**config.mk**
```make
export PLATFORM = sky130hd
export DESIGN_NAME = wb_reg_slice
export DESIGN_NICKNAME = d
export VERILOG_FILES = /design/src/rtl/wb_reg_slice_pkg.sv /design/src/rtl/wb_reg_slice.sv
export SDC_FILE = /design/constraint.sdc
export NUM_CORES = 1
export LEC_CHECK = 0
export CORE_ASPECT_RATIO = 0.6
export CORE_MARGIN = 1.5
export CORE_UTILIZATION = 38
export CTS_CLUSTER_SIZE = 25
export DETAILED_ROUTE_END_ITERATION = 6
export HOLD_SLACK_MARGIN = 0.02
export PLACE_DENSITY = 0.9
export SYNTH_ARGS = -nofsm -noshare
export SYNTH_HDL_FRONTEND = slang
export SYNTH_SLANG_ARGS = --single-unit
```
**constraint.sdc**
```tcl
create_clock -name clk -period 1.22 [get_ports clk]
set_input_delay 0.244 -clock clk [delete_from_list [all_inputs] [get_ports clk]]
set_output_delay 0.244 -clock clk [all_outputs]
set_load 0.05 [all_outputs]
```
**src/rtl/wb_reg_slice_pkg.sv**
```systemverilog
// Default bus geometry shared by the Wishbone register slice and its users.
package wb_reg_slice_pkg;

    localparam int WB_DATA_WIDTH   = 32;
    localparam int WB_ADDR_WIDTH   = 32;
    localparam int WB_SELECT_WIDTH = 4;

endpackage : wb_reg_slice_pkg

```
**src/rtl/wb_reg_slice.sv**
```systemverilog
// Single-stage Wishbone classic register slice: one flop stage on request and response paths.
// Optional build macro WB_REG_ABORT_EN: master dropping cyc while active aborts the slave cycle.
module wb_reg_slice
    import wb_reg_slice_pkg::*;
#(
    parameter int DATA_WIDTH   = WB_DATA_WIDTH,
    parameter int ADDR_WIDTH   = WB_ADDR_WIDTH,
    parameter int SELECT_WIDTH = DATA_WIDTH / 8
) (
    input  logic                    clk,
    input  logic                    rst,

    input  logic [ADDR_WIDTH-1:0]   m_adr_i,
    input  logic [DATA_WIDTH-1:0]   m_dat_i,
    output logic [DATA_WIDTH-1:0]   m_dat_o,
    input  logic                    m_we_i,
    input  logic [SELECT_WIDTH-1:0] m_sel_i,
    input  logic                    m_stb_i,
    output logic                    m_ack_o,
    output logic                    m_err_o,
    output logic                    m_rty_o,
    input  logic                    m_cyc_i,

    output logic [ADDR_WIDTH-1:0]   s_adr_o,
    input  logic [DATA_WIDTH-1:0]   s_dat_i,
    output logic [DATA_WIDTH-1:0]   s_dat_o,
    output logic                    s_we_o,
    output logic [SELECT_WIDTH-1:0] s_sel_o,
    output logic                    s_stb_o,
    input  logic                    s_ack_i,
    input  logic                    s_err_i,
    input  logic                    s_rty_i,
    output logic                    s_cyc_o
);

    logic [DATA_WIDTH-1:0]   r_m_dat;
    logic                    r_m_ack;
    logic                    r_m_err;
    logic                    r_m_rty;
    logic [ADDR_WIDTH-1:0]   r_s_adr;
    logic [DATA_WIDTH-1:0]   r_s_dat;
    logic                    r_s_we;
    logic [SELECT_WIDTH-1:0] r_s_sel;
    logic                    r_s_stb;
    logic                    r_s_cyc;

    logic w_active;
    logic w_slave_term;
    logic w_master_term;

    // Active state is implied by the registered slave-side strobe and cycle.
    assign w_active      = r_s_cyc & r_s_stb;
    assign w_slave_term  = s_ack_i | s_err_i | s_rty_i;
    assign w_master_term = r_m_ack | r_m_err | r_m_rty;

    // Request capture, response forwarding and hold while the slave stalls.
    always_ff @(posedge clk) begin
        if (rst) begin
            r_m_dat <= {DATA_WIDTH{1'b0}};
            r_m_ack <= 1'b0;
            r_m_err <= 1'b0;
            r_m_rty <= 1'b0;
            r_s_adr <= {ADDR_WIDTH{1'b0}};
            r_s_dat <= {DATA_WIDTH{1'b0}};
            r_s_we  <= 1'b0;
            r_s_sel <= {SELECT_WIDTH{1'b0}};
            r_s_stb <= 1'b0;
            r_s_cyc <= 1'b0;
        end else if (!w_active) begin
            r_m_dat <= {DATA_WIDTH{1'b0}};
            r_m_ack <= 1'b0;
            r_m_err <= 1'b0;
            r_m_rty <= 1'b0;
            r_s_adr <= m_adr_i;
            r_s_dat <= m_dat_i;
            r_s_sel <= m_sel_i;
            r_s_cyc <= m_cyc_i;
            // Master still sees last termination: do not reissue the same request.
            r_s_stb <= m_stb_i & ~w_master_term;
            r_s_we  <= m_we_i & ~w_master_term;
`ifdef WB_REG_ABORT_EN
        end else if (!m_cyc_i) begin
            r_s_cyc <= 1'b0;
            r_s_stb <= 1'b0;
            r_s_we  <= 1'b0;
`endif
        end else if (w_slave_term) begin
            r_m_dat <= s_dat_i;
            r_m_ack <= s_ack_i;
            r_m_err <= s_err_i;
            r_m_rty <= s_rty_i;
            r_s_stb <= 1'b0;
            r_s_we  <= 1'b0;
        end else begin
            r_m_dat <= r_m_dat;
            r_s_stb <= r_s_stb;
        end
    end

    assign m_dat_o = r_m_dat;
    assign m_ack_o = r_m_ack;
    assign m_err_o = r_m_err;
    assign m_rty_o = r_m_rty;
    assign s_adr_o = r_s_adr;
    assign s_dat_o = r_s_dat;
    assign s_we_o  = r_s_we;
    assign s_sel_o = r_s_sel;
    assign s_stb_o = r_s_stb;
    assign s_cyc_o = r_s_cyc;

endmodule : wb_reg_slice

```
==> impl_metrics.tcl <==
set metrics [dict create \
    root_buffer "clkbuf_16" \
    antenna_left 0 \
    wl_mm 13.6 \
    power.density_nw_per_um2 1150 \
    report.power.total_uw 8700 \
    cts_tree "built" \
    power.leakage_uw 0.00313 \
    routedWlPerCell_um 16.8 \
    track_usage_pct 25.6 \
    drc 0 \
    clk_pin_slew_ns 0.07 \
    die_y_um 79.2 \
    grt_start_max_net_pins 67 \
    top_usage_layer "met2" \
    maxSlewViolCount 0 \
    fin_crit_sh_pct 99.9 \
    hold_buffers 0 \
    outcome "finished clean" \
    setup_violations 0 \
    tightest_slew_ns 0.280 \
    drt_pass1_iterations 4 \
    syn_nets 569 \
    start_util_pct 39.5 \
    seq_area_frac_synth_pct 57.8 \
    slew_headroom_pct 81.3 \
    first_iter_violations 194 \
    insertion_delay_ns 0.34 \
    coreArea_um2 9290 \
    io_pins 214 \
    antenna_found_initial 0 \
    port_buffers 213 \
    grt_util_met1_pct 26.0 \
    fp.dieW_um 130 \
    clock-sinks 106 \
    grt_pass1_wl_mm 20.0 \
    area_growth_pct 106 \
    yosysWarnings 0 \
    hpwl_mm 9.91 \
    fillers 528 \
    finalHoldViolations 0 \
    layout-drive-gt1-share_pct 24.1 \
    grt_setup_unrepaired "yes" \
    criticalPathCategory "in2reg" \
    antenna_cells 0 \
    synthCells 461 \
    multiInputGateArea_um2 1420 \
    use_met3_pct 8.56 \
    num_vias 4008 \
    cts_buffer_depth 2 \
    min_period_ns 1.22 \
    dieArea_um2 10300 \
    vias_per_cell 4.95 \
    synth_area_um2 3670 \
    h-tree-depth 3 \
    nets 783 \
    place_inst 788 \
    critPathMaxFanout 8 \
    regArea_um2 2140 \
    max-cap-violations 0 \
    hold_class "in2reg" \
    critPathCaptureType "register" \
    utilization_pct 81.5 \
    grt_pass1_vias 4064 \
    hold_slack_ns 0.281 \
    worstPathArrival_ns 1.49 \
    gp_congestion 0.796 \
    vdd_drop_max_mv 0.926 \
    avgSynthCellArea_um2 7.97 \
    finClkSkew_ns 0.00769 \
    grt_use_met2_pct 47.7 \
    cts-buffers-inserted 9 \
    required_ns 1.49 \
    grt_overflow 0 \
    num_rows 27 \
    start_kind "primary input" \
    fin_cells 810 \
    synth_cell_type_count 16 \
    fmax_ghz 0.820 \
    yosys_register_bits 106 \
]
worst paths after layout:
path,startpoint,endpoint,slack (ns),depth (start not counted)
worst min register to register,s_adr_o[17],s_adr_o[17],0.49,2
worst max-delay path,s_rty_i,m_dat_o[15],0.0007,7
worst max register to register,m_rty_o,s_stb_o,0.04,3
worst min-delay path,rst,s_adr_o[20],0.28,3
synthesized netlist by cell type:
cell | instances | share of area, %
and2_1 | 1 | 0.17
a32o_1 | 1 | 0.27
dfxtp_1 | 106 | 58
nand2b_1 | 1 | 0.17
nor3b_1 | 1 | 0.20
a21oi_1 | 102 | 14
nand2_1 | 201 | 21
buf_6 | 4 | 1.2
buf_2 | 18 | 2.5
nor3_4 | 1 | 0.44
or3_1 | 1 | 0.17
buf_1 | 4 | 0.41
nor2_1 | 10 | 1.0
clkbuf_1 | 8 | 0.82
or4_1 | 1 | 0.20
a22o_1 | 1 | 0.24
state kept, by name, indices dropped and copies added, names as in the netlist:
signal and cells:
s_dat_o 32, m_err_o 1, s_sel_o 4, m_dat_o 32, s_adr_o 32, s_cyc_o 1
m_ack_o 1, s_stb_o 1, s_we_o 1, m_rty_o 1
where the power goes:
group	total [uW]	internal [uW]	switching (uW)	leakage (uW)
sequential	3790	3610	172	0.000877
combinational	1960	1030	930	0.00210
clock	2950	1720	1230	0.000145
total	8700	6370	2330	0.00313
layer usage:
layer  part of all wire, %  up-vias
li1                      -     1904
met1                    38     1897
met2                    52      178
met3                   7.8       29
met4                   2.6        0
met5                     0        -
placed cells by master, fill, tap and decap left out:
cell / count
and2_4: 1
nor3b_1: 1
a22o_1: 1
dfxtp_2: 2
a21oi_1: 93
buf_6: 6
a32o_1: 1
buf_16: 1
or4_4: 1
bufbuf_16: 1
buf_12: 113
dfxtp_4: 3
dfxtp_1: 101
nand2_1: 199
clkbuf_1: 3
clkdlybuf4s50_1: 103
or3_1: 1
dlygate4sd2_1: 3
clkbuf_16: 11
a21oi_2: 9
buf_4: 8
nor2_4: 1
nand2b_1: 1
nor3_4: 1
nand2_2: 2
nor2_1: 9
buf_2: 1
clkinvlp_4: 1
bufinv_16: 1
clkinv_4: 1
per-stage QoR:
stage               setup TNS, ns  cell area [um2]  setup WS, ns
finish                          0             7570      0.000707
global route              -0.0804             7570       -0.0355
CTS                             0             7530        0.0224
detailed placement         -12.30             7080        -0.409
global placement            -9.38             7080        -0.292
floorplan                  -0.462             3690       -0.0185
logic make-up (layout without fill, tap and decap cells):
| logic type | after synthesis | after routing | share of synthesized area, % |
|---|---|---|---|
| compound gates | 104 | 104 | 14.4 |
| buf+inv | 34 | 253 | 4.90 |
| flops | 106 | 106 | 57.8 |
| simple gates | 217 | 217 | 22.9 |
timing repair:
action | in CTS | in global routing
cloned | 2 | 1
hold endpoints to repair | 0 | 0
pin swaps | 3 | 6
setup endpoints to repair | 28 | 19
gates resized for setup | 14 | 11
buffers inserted | 4 | 0
worst max-delay path, cell delays in order:
cell,delay [ns]
dlygate4sd2_1,0.26
buf_6,0.13
nor3_4,0.23
buf_6,0.14
bufbuf_16,0.25
nand2_2,0.06
a21oi_2,0.16
final cells by class:
type / count / share of cell area, %
multi-input cells: 321 / 18.8
clock inverters: 3 / 0.612
flip-flops and latches: 106 / 28.2
repair buffers: 237 / 46.7
well taps: 130 / 2.15
clock buffers: 13 / 3.46
(Power assumes the default switching activity.)
